### src/rtl/instruction_encoder_pkg.sv
// Shared types and constants for the instruction encoder.
package instruction_encoder_pkg;

  // Instruction formats; codes 000-011 line up with the ImGenControl encoding.
  typedef enum logic [2:0] {
    FMT_I = 3'b000,
    FMT_S = 3'b001,
    FMT_B = 3'b010,
    FMT_J = 3'b011,
    FMT_R = 3'b100,
    FMT_U = 3'b101
  } format_e;

  typedef enum logic [1:0] {
    ST_IDLE = 2'b00,
    ST_RUN  = 2'b01,
    ST_DONE = 2'b10
  } state_e;

  // RV32I major opcodes.
  localparam logic [6:0] OPC_LOAD   = 7'b0000011;
  localparam logic [6:0] OPC_OP_IMM = 7'b0010011;
  localparam logic [6:0] OPC_AUIPC  = 7'b0010111;
  localparam logic [6:0] OPC_STORE  = 7'b0100011;
  localparam logic [6:0] OPC_OP     = 7'b0110011;
  localparam logic [6:0] OPC_LUI    = 7'b0110111;
  localparam logic [6:0] OPC_BRANCH = 7'b1100011;
  localparam logic [6:0] OPC_JALR   = 7'b1100111;
  localparam logic [6:0] OPC_JAL    = 7'b1101111;

  // True when value[31:lsb] are all equal, i.e. the value is a sign
  // extension of its low lsb+1 bits.
  function automatic logic sign_fits(input logic [31:0] value, input int unsigned lsb);
    logic signed [31:0] shifted;
    shifted = $signed(value) >>> lsb;
    return (shifted == 32'sh0000_0000) || (shifted == 32'shFFFF_FFFF);
  endfunction

endpackage

### src/rtl/instruction_encoder_imm_pack.sv
// Combinational RV32I word packing with immediate range check.
module imm_pack
  import instruction_encoder_pkg::*;
(
  input  logic [2:0]  fmt,
  input  logic [6:0]  opcode,
  input  logic [4:0]  rd,
  input  logic [4:0]  rs1,
  input  logic [4:0]  rs2,
  input  logic [2:0]  funct3,
  input  logic [6:0]  funct7,
  input  logic [31:0] imm,
  output logic [31:0] Word,
  output logic        Legal
);

  // Scatter the immediate into its format-specific bit positions.
  always_comb begin
    Word  = 32'h0000_0000;
    Legal = 1'b0;
    case (fmt)
      FMT_I: begin
        Word  = {imm[11:0], rs1, funct3, rd, opcode};
        Legal = sign_fits(imm, 32'd11);
      end
      FMT_S: begin
        Word  = {imm[11:5], rs2, rs1, funct3, imm[4:0], opcode};
        Legal = sign_fits(imm, 32'd11);
      end
      FMT_B: begin
        Word  = {imm[12], imm[10:5], rs2, rs1, funct3, imm[4:1], imm[11], opcode};
        Legal = sign_fits(imm, 32'd12) && (imm[0] == 1'b0);
      end
      FMT_J: begin
        Word  = {imm[20], imm[10:1], imm[11], imm[19:12], rd, opcode};
        Legal = sign_fits(imm, 32'd20) && (imm[0] == 1'b0);
      end
      FMT_R: begin
        Word  = {funct7, rs2, rs1, funct3, rd, opcode};
        Legal = 1'b1;
      end
      FMT_U: begin
        Word  = {imm[31:12], rd, opcode};
        Legal = (imm[11:0] == 12'h000);
      end
      default: begin
        Word  = 32'h0000_0000;
        Legal = 1'b0;
      end
    endcase
  end

endmodule

### src/rtl/instruction_encoder.sv
// Accepts field requests, packs them and streams words to instruction memory.
module instruction_encoder
  import instruction_encoder_pkg::*;
#(
  parameter int COUNT_WIDTH = 16,
  parameter int ERR_WIDTH   = 8
) (
  input  logic                   Clock,
  input  logic                   ResetN,
  input  logic                   Start,
  input  logic [31:0]            StartAddress,
  input  logic [COUNT_WIDTH-1:0] Count,
  input  logic                   ReqValid,
  output logic                   ReqReady,
  input  logic [2:0]             ReqFormat,
  input  logic [6:0]             ReqOpcode,
  input  logic [4:0]             ReqRd,
  input  logic [4:0]             ReqRs1,
  input  logic [4:0]             ReqRs2,
  input  logic [2:0]             ReqFunct3,
  input  logic [6:0]             ReqFunct7,
  input  logic [31:0]            ReqImmediate,
  output logic                   MemWrite,
  output logic [31:0]            MemAddress,
  output logic [31:0]            MemData,
  input  logic                   MemReady,
  output logic                   Busy,
  output logic                   Done,
  output logic                   Error,
  output logic [ERR_WIDTH-1:0]   ErrorCount
);

  localparam logic [COUNT_WIDTH-1:0] CNT_ZERO = {COUNT_WIDTH{1'b0}};
  localparam logic [COUNT_WIDTH-1:0] CNT_ONE  = {{(COUNT_WIDTH-1){1'b0}}, 1'b1};
  localparam logic [ERR_WIDTH-1:0]   ERR_ZERO = {ERR_WIDTH{1'b0}};
  localparam logic [ERR_WIDTH-1:0]   ERR_ONE  = {{(ERR_WIDTH-1){1'b0}}, 1'b1};
  localparam logic [ERR_WIDTH-1:0]   ERR_MAX  = {ERR_WIDTH{1'b1}};

  state_e                 state_q, state_d;
  logic [COUNT_WIDTH-1:0] remaining_q, remaining_d;
  logic [31:0]            next_addr_q, next_addr_d;  // address the next packed word gets
  logic                   mem_write_q, mem_write_d;
  logic [31:0]            mem_addr_q, mem_addr_d;
  logic [31:0]            mem_data_q, mem_data_d;
  logic                   error_q, error_d;
  logic [ERR_WIDTH-1:0]   err_cnt_q, err_cnt_d;

  logic        req_ready_s;
  logic        accept_s;
  logic [31:0] word_s;
  logic        legal_s;

  imm_pack u_imm_pack (
    .fmt    (ReqFormat),
    .opcode (ReqOpcode),
    .rd     (ReqRd),
    .rs1    (ReqRs1),
    .rs2    (ReqRs2),
    .funct3 (ReqFunct3),
    .funct7 (ReqFunct7),
    .imm    (ReqImmediate),
    .Word   (word_s),
    .Legal  (legal_s)
  );

  // Next-state, count, address, output-register and error bookkeeping.
  always_comb begin
    state_d     = state_q;
    remaining_d = remaining_q;
    next_addr_d = next_addr_q;
    mem_write_d = mem_write_q;
    mem_addr_d  = mem_addr_q;
    mem_data_d  = mem_data_q;
    error_d     = error_q;
    err_cnt_d   = err_cnt_q;
    // The output register frees up this cycle if its write completes.
    req_ready_s = (state_q == ST_RUN) && (remaining_q != CNT_ZERO) && (!mem_write_q || MemReady);
    accept_s    = ReqValid && req_ready_s;
    case (state_q)
      ST_IDLE, ST_DONE: begin
        if (Start) begin
          next_addr_d = StartAddress & 32'hFFFF_FFFC;
          remaining_d = Count;
          error_d     = 1'b0;
          err_cnt_d   = ERR_ZERO;
          state_d     = (Count == CNT_ZERO) ? ST_DONE : ST_RUN;
        end else begin
          state_d = state_q;
        end
      end
      ST_RUN: begin
        if (mem_write_q && MemReady) begin
          mem_write_d = 1'b0;
        end else begin
          mem_write_d = mem_write_q;
        end
        if (accept_s) begin
          remaining_d = remaining_q - CNT_ONE;
          if (legal_s) begin
            mem_write_d = 1'b1;
            mem_addr_d  = next_addr_q;
            mem_data_d  = word_s;
            next_addr_d = next_addr_q + 32'd4;
          end else begin
            error_d = 1'b1;
            if (err_cnt_q != ERR_MAX) begin
              err_cnt_d = err_cnt_q + ERR_ONE;
            end else begin
              err_cnt_d = err_cnt_q;
            end
          end
        end else begin
          remaining_d = remaining_q;
        end
        if ((remaining_d == CNT_ZERO) && !mem_write_d) begin
          state_d = ST_DONE;
        end else begin
          state_d = ST_RUN;
        end
      end
      default: begin
        state_d     = ST_IDLE;
        mem_write_d = 1'b0;
      end
    endcase
  end

  // State and output registers with synchronous active-low reset.
  always_ff @(posedge Clock) begin
    if (!ResetN) begin
      state_q     <= ST_IDLE;
      remaining_q <= CNT_ZERO;
      next_addr_q <= 32'h0000_0000;
      mem_write_q <= 1'b0;
      mem_addr_q  <= 32'h0000_0000;
      mem_data_q  <= 32'h0000_0000;
      error_q     <= 1'b0;
      err_cnt_q   <= ERR_ZERO;
    end else begin
      state_q     <= state_d;
      remaining_q <= remaining_d;
      next_addr_q <= next_addr_d;
      mem_write_q <= mem_write_d;
      mem_addr_q  <= mem_addr_d;
      mem_data_q  <= mem_data_d;
      error_q     <= error_d;
      err_cnt_q   <= err_cnt_d;
    end
  end

  assign ReqReady   = req_ready_s;
  assign MemWrite   = mem_write_q;
  assign MemAddress = mem_addr_q;
  assign MemData    = mem_data_q;
  assign Busy       = (state_q == ST_RUN);
  assign Done       = (state_q == ST_DONE);
  assign Error      = error_q;
  assign ErrorCount = err_cnt_q;

endmodule

### config.mk
export PLATFORM = sky130hd
export DESIGN_NAME = instruction_encoder
export DESIGN_NICKNAME = d
export VERILOG_FILES = /design/src/rtl/instruction_encoder_pkg.sv /design/src/rtl/instruction_encoder_imm_pack.sv /design/src/rtl/instruction_encoder.sv
export SDC_FILE = /design/constraint.sdc
export NUM_CORES = 1
export LEC_CHECK = 0
export CORE_UTILIZATION = 44
export DETAILED_ROUTE_END_ITERATION = 8
export GPL_ROUTABILITY_DRIVEN = 0
export GPL_TIMING_DRIVEN = 0
export PLACE_DENSITY = 0.8
export SLEW_MARGIN = 30
export SYNTH_ARGS = -nofsm -noshare
export SYNTH_HDL_FRONTEND = slang
export SYNTH_SLANG_ARGS = --single-unit
### constraint.sdc
create_clock -name Clock -period 2.7 [get_ports Clock]
set_input_delay 0.54 -clock Clock [delete_from_list [all_inputs] [get_ports Clock]]
set_output_delay 0.54 -clock Clock [all_outputs]
set_load 0.05 [all_outputs]
Yosys cells after proc, flatten, opt, wreduce, memory -nomap -nowiden
Cells that the tools add are included.

Memory bits (writable): 0. Input bits: 120. Memories kept: 0. Memory bits (read-only): 0. Latch bits: 0. Flip-flop bits (word level): 124.

Multipliers: 0. Reduce and logical (&&, ||, !) cells: 30. $add $sub $neg: 3. Bitwise gates (word level): 1. Order comparisons: 0. Shift-type cells: 0. Multiplexer cells: 28. Equality and inequality tests: 16. Divide/modulo/power cells: 0.

Operators by type and width (count): $pmux 32 s6 (1); $logic_not 32->1 (3); $mux 32 (3); $pmux 32 s2 (1); $mux 16 (3); $add 32x3->32 const B (1); $logic_not 16->1 (2); $mux 8 (4); $pmux 16 s2 (1); $eq 21x1->1 const B (1); $eq 20x1->1 const B (1); $pmux 8 s2 (1); $reduce_bool 16->1 (1); $sub 16x1->16 const B (1); $eq 12x1->1 const B (1); $logic_not 12->1 (1); $add 8x1->8 const B (1); $ne 8x8->1 const B (1); $reduce_and 4->1 (2); $logic_and 1x1->1 (7); $mux 1 (7); $eq 3x2->1 const B (2); $eq 3x3->1 const B (2); $mux 2 (3); 18 further kinds (27).

Longest topological paths before layout
Gate-level depths: netlist of run 1.

Depth in word-level cells: 11. Gate-level depth with buffers: 11.

Modules after synthesis
From an unflattened synthesis of run 1, not the netlist that was laid out.

Cell total of the unflattened synthesis: 921. Area, all modules: 6667.6 µm².

By module, submodules not included: instruction_encoder (times used 1, area each 5670.4 µm², cells each 768); imm_pack (times used 1, area each 997.2 µm², cells each 153).

Least setup slack after synthesis of run 1
Ideal clock, no wire load.

Path type: register to output. From: register state_q[0]. To: output ReqReady. Arrival: 2496 ps. Setup slack: -336 ps. Stages on the path, launching flop included: 8. Data required time: 2160 ps. Path buffers: 3. Path through: dfxtp_1 > nand2b_1 > buf_2 > inv_1 > clkbuf_1 > clkbuf_1 > nand2_1 > a21oi_1.

Cells in the longest elaborated chain, start to end: 3.

Ends and longest elaborated chain: from (decl) (RTL line instruction_encoder.sv:39) `state_e state_q, state_d;`; from (signal assigned) (RTL line instruction_encoder.sv:140) `state_q <= state_d;`; $eq 2x1->1; named net Busy (RTL line instruction_encoder.sv:27) `output logic Busy,`; $logic_and 1x1->1 (2 in series) (RTL line instruction_encoder.sv:77) `req_ready_s = (state_q == ST_RUN) && (remaining_q != CNT_ZERO) && (!mem_write_q || MemReady);`; to (decl) (RTL line instruction_encoder.sv:14) `output logic ReqReady,`.

The timed path passes the listed nets, and every way through them passes these cells.

Worst setup path in the final report of run 1
From: register remaining_q[1]. To: register state_q[0].

Cells in the longest elaborated chain, start to end: 10. Elaborated cells on any way between the ends: 14. Classes of those cells: add/sub: 1; mux: 6; reduce/logical: 7.

Ends and longest elaborated chain: from (decl) (RTL line instruction_encoder.sv:40) `logic [COUNT_WIDTH-1:0] remaining_q, remaining_d;`; from (signal assigned) (RTL line instruction_encoder.sv:141) `remaining_q <= remaining_d;`; parallel branches: the longest is 7 deep, another holds $sub 16x1->16; $logic_and 1x1->1 * (RTL line instruction_encoder.sv:115) `if ((remaining_d == CNT_ZERO) && !mem_write_d) begin`; $mux 2 * (RTL line instruction_encoder.sv:115); $pmux 2 s2 * (RTL line instruction_encoder.sv:79) `case (state_q)`.

Mark *: on every way between the ends. The select of a mux whose other input is x is not followed. A chain may end at the register's enable or synchronous reset.

==> results.json, run 1 <==
{
  "status": "finished, violations left",
  "clk_pin_slew_ps": 60,
  "antenna_found_initial": 0,
  "dp_hpwl_microns": 17600,
  "critPathMaxFanout": 4,
  "synth_ff_type": "dfxtp_1",
  "drcViolationCount": 0,
  "grt_first_pass_wirelength_microns": 40200,
  "cts_htree_levels": 4,
  "final.period_utilization_pct": 103,
  "worstSetupStartpointType": "register",
  "synth_top_cell_area_share_pct": 35.6,
  "crit_chain": "inv_2 -> ha_4 -> nor3b_4 -> nand4b_1 -> nor4_2 -> mux2i_1 -> o311ai_1 -> or4_4 -> o311a_1",
  "min-delay-start": "MemAddress[6]$_SDFFE_PN0P_",
  "final_cells": 1356,
  "setup_slack_ps": -89.6,
  "yosys_register_bits": 120,
  "cts_root_buf": "clkbuf_16",
  "synth_compound_area_share_pct": 26.6,
  "crit_buf_inv": 1,
  "holdWs_ps": 451,
  "area_growth_pct": 50.8,
  "max_slew.worst_pin.slew_ps": 883,
  "p_comb_share_pct": 21.6,
  "irDropWorstVdd_mv": 0.504,
  "synth_cell_type_count": 76,
  "fmax_ghz": 0.358,
  "num_vias": 8328,
  "synth-simple-area-share_pct": 28.4,
  "r2r_start": "remaining_q[1]$_SDFFE_PN0P_",
  "synthesis.area_sq_um": 6740,
  "place_inst": 1297,
  "diodes": 0,
  "async_reset_ff_share_pct": 0,
  "power_uw": 5760,
  "hold_viol_final": 0,
  "reg2reg_slack_ps": -90,
  "swShare_pct": 28.7,
  "grt-ovfl-total": 0,
  "switchingPower_uw": 1660,
  "p_leak_uw": 0.00351,
  "synth_edf_count": 0,
  "synth_top_family_by_area": "simple AND/OR/NAND/NOR gates",
  "yosys.area.top_type": "dfxtp_1",
  "synthTopCellsByCount": "nand2_1, a21oi_1, dfxtp_1, nor2_1, clkbuf_1",
  "violations": "setup timing",
  "critical_path_class": "register to register",
  "maxCapViolCount": 0,
  "finalSetupViolCount": 3,
  "cts_buffers": 17,
  "syn_inst": 920,
  "drv_slew": 0,
  "worst_ep_arrival_time_ps": 3100,
  "final_core_util_pct": 68.9,
  "synth.area.top_cells": "dfxtp_1, a21oi_1, nand2_1",
  "p_int_uw": 4100,
  "grt_usage_pct": 31.9,
  "yosys_warnings": 0,
  "clock_path_buffers": 2,
  "slew_headroom_pct": 40.5,
  "rows": 44,
  "grt_setup_unrepaired": "true",
  "required_ps": 3010,
  "grt_pass1_vias": 7810,
  "holdCritPathClass": "register to register",
  "drt_first_pass_iters": 7,
  "final_layout_size_suffix_gt1_share_pct": 13.8,
  "core_area_sq_um": 14800,
  "syn_avg_cell_area_sq_um": 7.33,
  "io_pins": 197,
  "reg2regPathDepth": 9,
  "dieArea_sq_um": 15800,
  "synthAdderAreaFrac_pct": 0.557,
  "clock_skew_ps": 8.15,
  "grt_start_max_net_pins": 17,
  "insertion_delay_ps": 430,
  "cts_sinks": 120,
  "rr_endpoint": "state_q[0]$_SDFFE_PN0P_",
  "p_per_area_nw_per_um2": 567,
  "hold_end": "MemAddress[6]$_SDFFE_PN0P_",
  "vias_per_cell": 6.14,
  "cpMaxStageDelayCell": "or4_4",
  "ant_nets": 0,
  "yosys.cell_count.top_type": "nand2_1",
  "clkPwrFrac_pct": 44.5,
  "routed_wl_microns": 25800,
  "critical_path.max_stage_delay_ps": 460,
  "seqPwrFrac_pct": 33.9,
  "synth-seq-area-share_pct": 35.6,
  "worst_setup_path_end_kind": "register",
  "fp.dieH_microns": 126,
  "layout_min_cycle_time_ps": 2790,
  "wire_per_inst_microns": 19.0,
  "synth_xor_area_share_pct": 0.520,
  "holdPathStages": 2,
  "drtIter0Drc": 1107,
  "path_delay_family": "simple AND/OR/NAND/NOR gates",
  "place_area_sq_um": 8920,
  "finish.instance_area_sq_um": 10200,
  "cts_tree": "yes",
  "initial_core_util_pct": 45.7,
  "synth.area.mux_share_pct": 3.17,
  "io_buffer_count": 192,
  "die_w_microns": 126,
  "final_nets": 1282
}
[flip-flops by register name (all words and copies together), names as in the netlist]
signal and count:
next_addr_q 30, MemWrite 1, Error 1, ErrorCount 8, state_q 2, MemData 32, remaining_q 16, MemAddress 30
[power by group through the flow]
stage | sequential [uW] | combinational (uW) | clock (uW)
2_1_floorplan | 1980 | 597 | 0
3_3_place_gp | 1970 | 1030 | 0
3_5_place_dp | 1970 | 1040 | 0
4_1_cts | 1930 | 1160 | 2550
5_1_grt | 1960 | 1310 | 2650
6_report | 1950 | 1250 | 2560
[cell type report]
| class | instances | area [sq um] |
|---|---|---|
| clock buffer | 21 | 470 |
| inverter | 11 | 43.8 |
| multi-input combinational | 718 | 4290 |
| buffer | 67 | 358 |
| tap | 184 | 230 |
| fill | 1225 | 4590 |
| sequential | 120 | 2410 |
| timing repair buffer | 224 | 2170 |
| clock inverter | 11 | 194 |
[logic make-up after synthesis]
| family | Yosys count |
|---|---|
| buffers and inverters | 83 |
| AO/OA/AOI/OAI | 286 |
| AND/OR/NAND/NOR | 402 |
| flip-flops | 120 |
| multiplexers | 21 |
| XOR/XNOR | 4 |
| other | 1 |
| adder cells (fa/ha/maj) | 3 |
[through the flow]
step | TNS [ps] | worst slack, ps
after floorplan | 0 | 9.46
after global placement | -81390 | -1130
after detailed placement | -80800 | -1040
after CTS | 0 | 4.50
after global routing | -558 | -193
final | -182 | -89.6
[worst max path at each step]
stage	endpoint	start	slack (ps)	cells after the start
after detailed placement	MemData[18]$_SDFFE_PN0P_	ReqImmediate[30]	-1040	11
after global placement	next_addr_q[31]$_SDFFE_PN0P_	ReqFormat[2]	-1130	9
after floorplan	state_q[0]$_SDFFE_PN0P_	remaining_q[0]$_SDFFE_PN0P_	9	9
after CTS	next_addr_q[11]$_SDFFE_PN0P_	remaining_q[7]$_SDFFE_PN0P_	4	9
after global routing	state_q[0]$_SDFFE_PN0P_	remaining_q[1]$_SDFFE_PN0P_	-190	9
final	state_q[0]$_SDFFE_PN0P_	remaining_q[1]$_SDFFE_PN0P_	-90	9
[worst reg2reg max path, delay by kind of cell, from the launching register on]
kind            cells  cell delay (ps)
compound gates      2              520
simple gates        4             1210
buf+inv             1               90
mux                 1              360
flops               1              340
fa+ha+maj           1              170
[cell usage in the layout (no fill, tap or decap), types with 7 or more instances in the layout]
master | netlist | layout
nor2b_1 | 7 | 7
o211ai_1 | 7 | 7
o21ai_0 | 44 | 44
a211oi_1 | 20 | 17
nor2_1 | 80 | 76
or3_1 | 9 | 8
dfxtp_1 | 120 | 115
o2111ai_1 | 9 | 8
a31oi_1 | 11 | 11
clkbuf_1 | 51 | 35
a21oi_1 | 129 | 126
and3_1 | 9 | 9
nand2b_1 | 14 | 12
buf_4 | 3 | 39
nand2_1 | 160 | 160
clkdlybuf4s50_1 | 0 | 187
nor4_1 | 16 | 8
clkbuf_16 | 0 | 17
a221oi_1 | 9 | 7
nand3_1 | 31 | 30
inv_1 | 10 | 7
nor3_1 | 34 | 31
mux2i_1 | 18 | 17
nand4_1 | 15 | 15
nor4_2 | 0 | 8
[repair_timing]
item / CTS / global route
endpoints found under the setup margin: 100 / 102
resized for setup: 65 / 59
hold buffers: 0 / 0
pin swaps: 13 / 11
cloned: 0 / 1
buffers inserted: 26 / 5
[per-layer routing]
| layer | share of wire (%) | vias up | global-route usage, % | wire [microns] |
|---|---|---|---|---|
| li1 | - | 3842 | - | - |
| met1 | 41 | 3850 | 39.6 | 10400 |
| met2 | 45 | 515 | 50.6 | 11700 |
| met3 | 9.3 | 121 | 7.77 | 2410 |
| met4 | 5.0 | 0 | 18.1 | 1280 |
| met5 | 0 | - | 0 | 0 |
No activity file was read; power rests on OpenSTA's default activity.
==> run 2, diff against run 1 <==
- REMOVE_ABC_BUFFERS: unset -> 1
==> run 2 against run 1 <==
  * The flow still finishes with violations (setup timing)
  * Register-to-register slack improved by 40 ps
  * Largest cell class unchanged
  * Non-clock buffer count fell by 52
  * Via count shrank 4.5%
  * Total power is 4.5% lower
  * Critical path depth is 2 lower
  * Worst setup slack gained 36 ps
  * Clock power down 7.8%
  * Wire length fell by 5.7%
  * Clock skew increased by 1.0 ps
  * Utilization down 0.93 points
  * Combinational power fell by 6%
==> results.json, run 2 (synthesized netlist as in run 1, its figures left out) <==
{
  "area_growth_pct": 48.8,
  "clock_path_buffers": 2,
  "drcViolationCount": 0,
  "violations": "setup timing",
  "grt-ovfl-total": 0,
  "crit_buf_inv": 0,
  "crit_chain": "nor3_4 -> and3_2 -> o2111ai_2 -> o31ai_1 -> nand3_1 -> or4_4 -> o311a_1",
  "vias_per_cell": 6.07,
  "die_w_microns": 126,
  "final_core_util_pct": 68.0,
  "final_cell_mix": "clkdlybuf4s50_1, nand2_1, a21oi_1, dfxtp_1, nor2_1",
  "regArea_sq_um": 2410,
  "p_int_uw": 3860,
  "layout.cells.most_common": "clkdlybuf4s50_1",
  "drv_slew": 0,
  "irDropWorstVdd_mv": 0.443,
  "dp_hpwl_microns": 14900,
  "rows": 44,
  "ant_nets": 0,
  "routed_wl_microns": 24300,
  "io_pins": 197,
  "worst_ep_arrival_time_ps": 3050,
  "grt_setup_unrepaired": "true",
  "critical_path.max_stage_delay_ps": 530,
  "multi_input_area_sq_um": 4300,
  "switchingPower_uw": 1640,
  "cts_buffers": 17,
  "critPathMaxFanout": 7,
  "layout_min_cycle_time_ps": 2750,
  "hold_viol_final": 0,
  "cts_htree_levels": 4,
  "holdWs_ps": 451,
  "cts_sinks": 120,
  "fp.dieH_microns": 126,
  "p_leak_uw": 0.00346,
  "holdCritPathClass": "register to register",
  "initial_core_util_pct": 45.7,
  "tns_ps": -54.0,
  "num_vias": 7952,
  "cts_tree": "yes",
  "path_delay_family": "simple AND/OR/NAND/NOR gates",
  "finalSetupViolCount": 1,
  "drt_first_pass_iters": 7,
  "cts_root_buf": "clkbuf_16",
  "io_buffer_count": 192,
  "max_slew.worst_pin.slew_ps": 821,
  "p_comb_share_pct": 21.3,
  "critical_path_class": "register to register",
  "largest_reg_flops": 32,
  "dieArea_sq_um": 15800,
  "worstSetupStartpointType": "register",
  "final_layout_size_suffix_gt1_share_pct": 13.6,
  "post-place-ws_ps": -1990,
  "wire_per_inst_microns": 18.6,
  "insertion_delay_ps": 420,
  "clkPwrFrac_pct": 42.9,
  "swShare_pct": 29.8,
  "p_per_area_nw_per_um2": 549,
  "maxCapViolCount": 0,
  "seqPwrFrac_pct": 35.7,
  "antenna_found_initial": 0,
  "grt_start_max_net_pins": 59,
  "fillers": 1220,
  "core_area_sq_um": 14800,
  "final_nets": 1235,
  "grt_first_pass_wirelength_microns": 37900,
  "drtIter0Drc": 688,
  "clk_pin_slew_ps": 60,
  "slew_headroom_pct": 45.2,
  "grt_pass1_vias": 7390,
  "worst_setup_path_end_kind": "register",
  "setup_slack_ps": -54.0,
  "diodes": 0,
  "fmax_ghz": 0.363,
  "clock_skew_ps": 9.14,
  "cpMaxStageDelayCell": "or4_4",
  "status": "finished, violations left",
  "required_ps": 3000,
  "final.period_utilization_pct": 102,
  "grt_usage_pct": 30.0
}
[run 2: routing by layer]
layer / part of all wire [%] / wire length, microns / up-vias / global-route usage [%]
li1: - / - / 3760 / -
met2: 49 / 11800 / 397 / 49.7
met4: 3.2 / 784 / 0 / 13.0
met1: 41 / 10000 / 3735 / 37.8
met5: 0 / 0 / - / 0
met3: 6.9 / 1690 / 60 / 6.29
[run 2: what timing repair did]
| item | 4_1_cts | 5_1_grt |
|---|---|---|
| pin swaps | 15 | 13 |
| gates cloned | 5 | 1 |
| setup buffers | 27 | 12 |
| endpoints found under the setup margin | 122 | 62 |
| resized for setup | 58 | 24 |
| hold buffers | 0 | 0 |
[run 2: worst paths after layout]
path         slack, ps                        start  cells after the start                        to
max                -50  remaining_q[2]$_SDFFE_PN0P_                      7   state_q[0]$_SDFFE_PN0P_
min                450     MemData[16]$_SDFFE_PN0P_                      2  MemData[16]$_SDFFE_PN0P_
max reg2reg        -50  remaining_q[2]$_SDFFE_PN0P_                      7   state_q[0]$_SDFFE_PN0P_
min reg2reg        450     MemData[16]$_SDFFE_PN0P_                      2  MemData[16]$_SDFFE_PN0P_
[run 2: per-stage QoR]
step / cell area [sq um] / cells / power (uW)
6_report: 10000 / 1309 / 5500
5_1_grt: 10000 / 1309 / 5710
4_1_cts: 9840 / 1297 / 5440
3_5_place_dp: 8820 / 1233 / 2960
3_3_place_gp: 8600 / 1225 / 2910
2_1_floorplan: 6440 / 849 / 2520
[run 2: power by group through the flow]
stage                     Clock, uW  Combinational [uW]  Sequential, uW
after global placement            0                 933            1980
after global routing           2490                1250            1980
after detailed placement          0                 971            1990
final                          2360                1170            1970
after CTS                      2380                1100            1960
after floorplan                   0                 520            2000
[run 2: worst min-delay path, cell delays in order (launching register included)]
cell     delay [ps]
dfxtp_1         300
nand2_1          50
a21oi_1          50
[run 2: area by class of cell]
| cell class | count | share of cell area (%) |
|---|---|---|
| clock buffer | 19 | 4.42 |
| clock inverter | 13 | 1.67 |
| inverter | 11 | 0.724 |
| multi-input combinational | 722 | 42.8 |
| sequential | 120 | 24.1 |
| tap | 184 | 2.30 |
| timing repair buffer | 239 | 23.9 |
| timing repair inverter | 1 | 0.0873 |
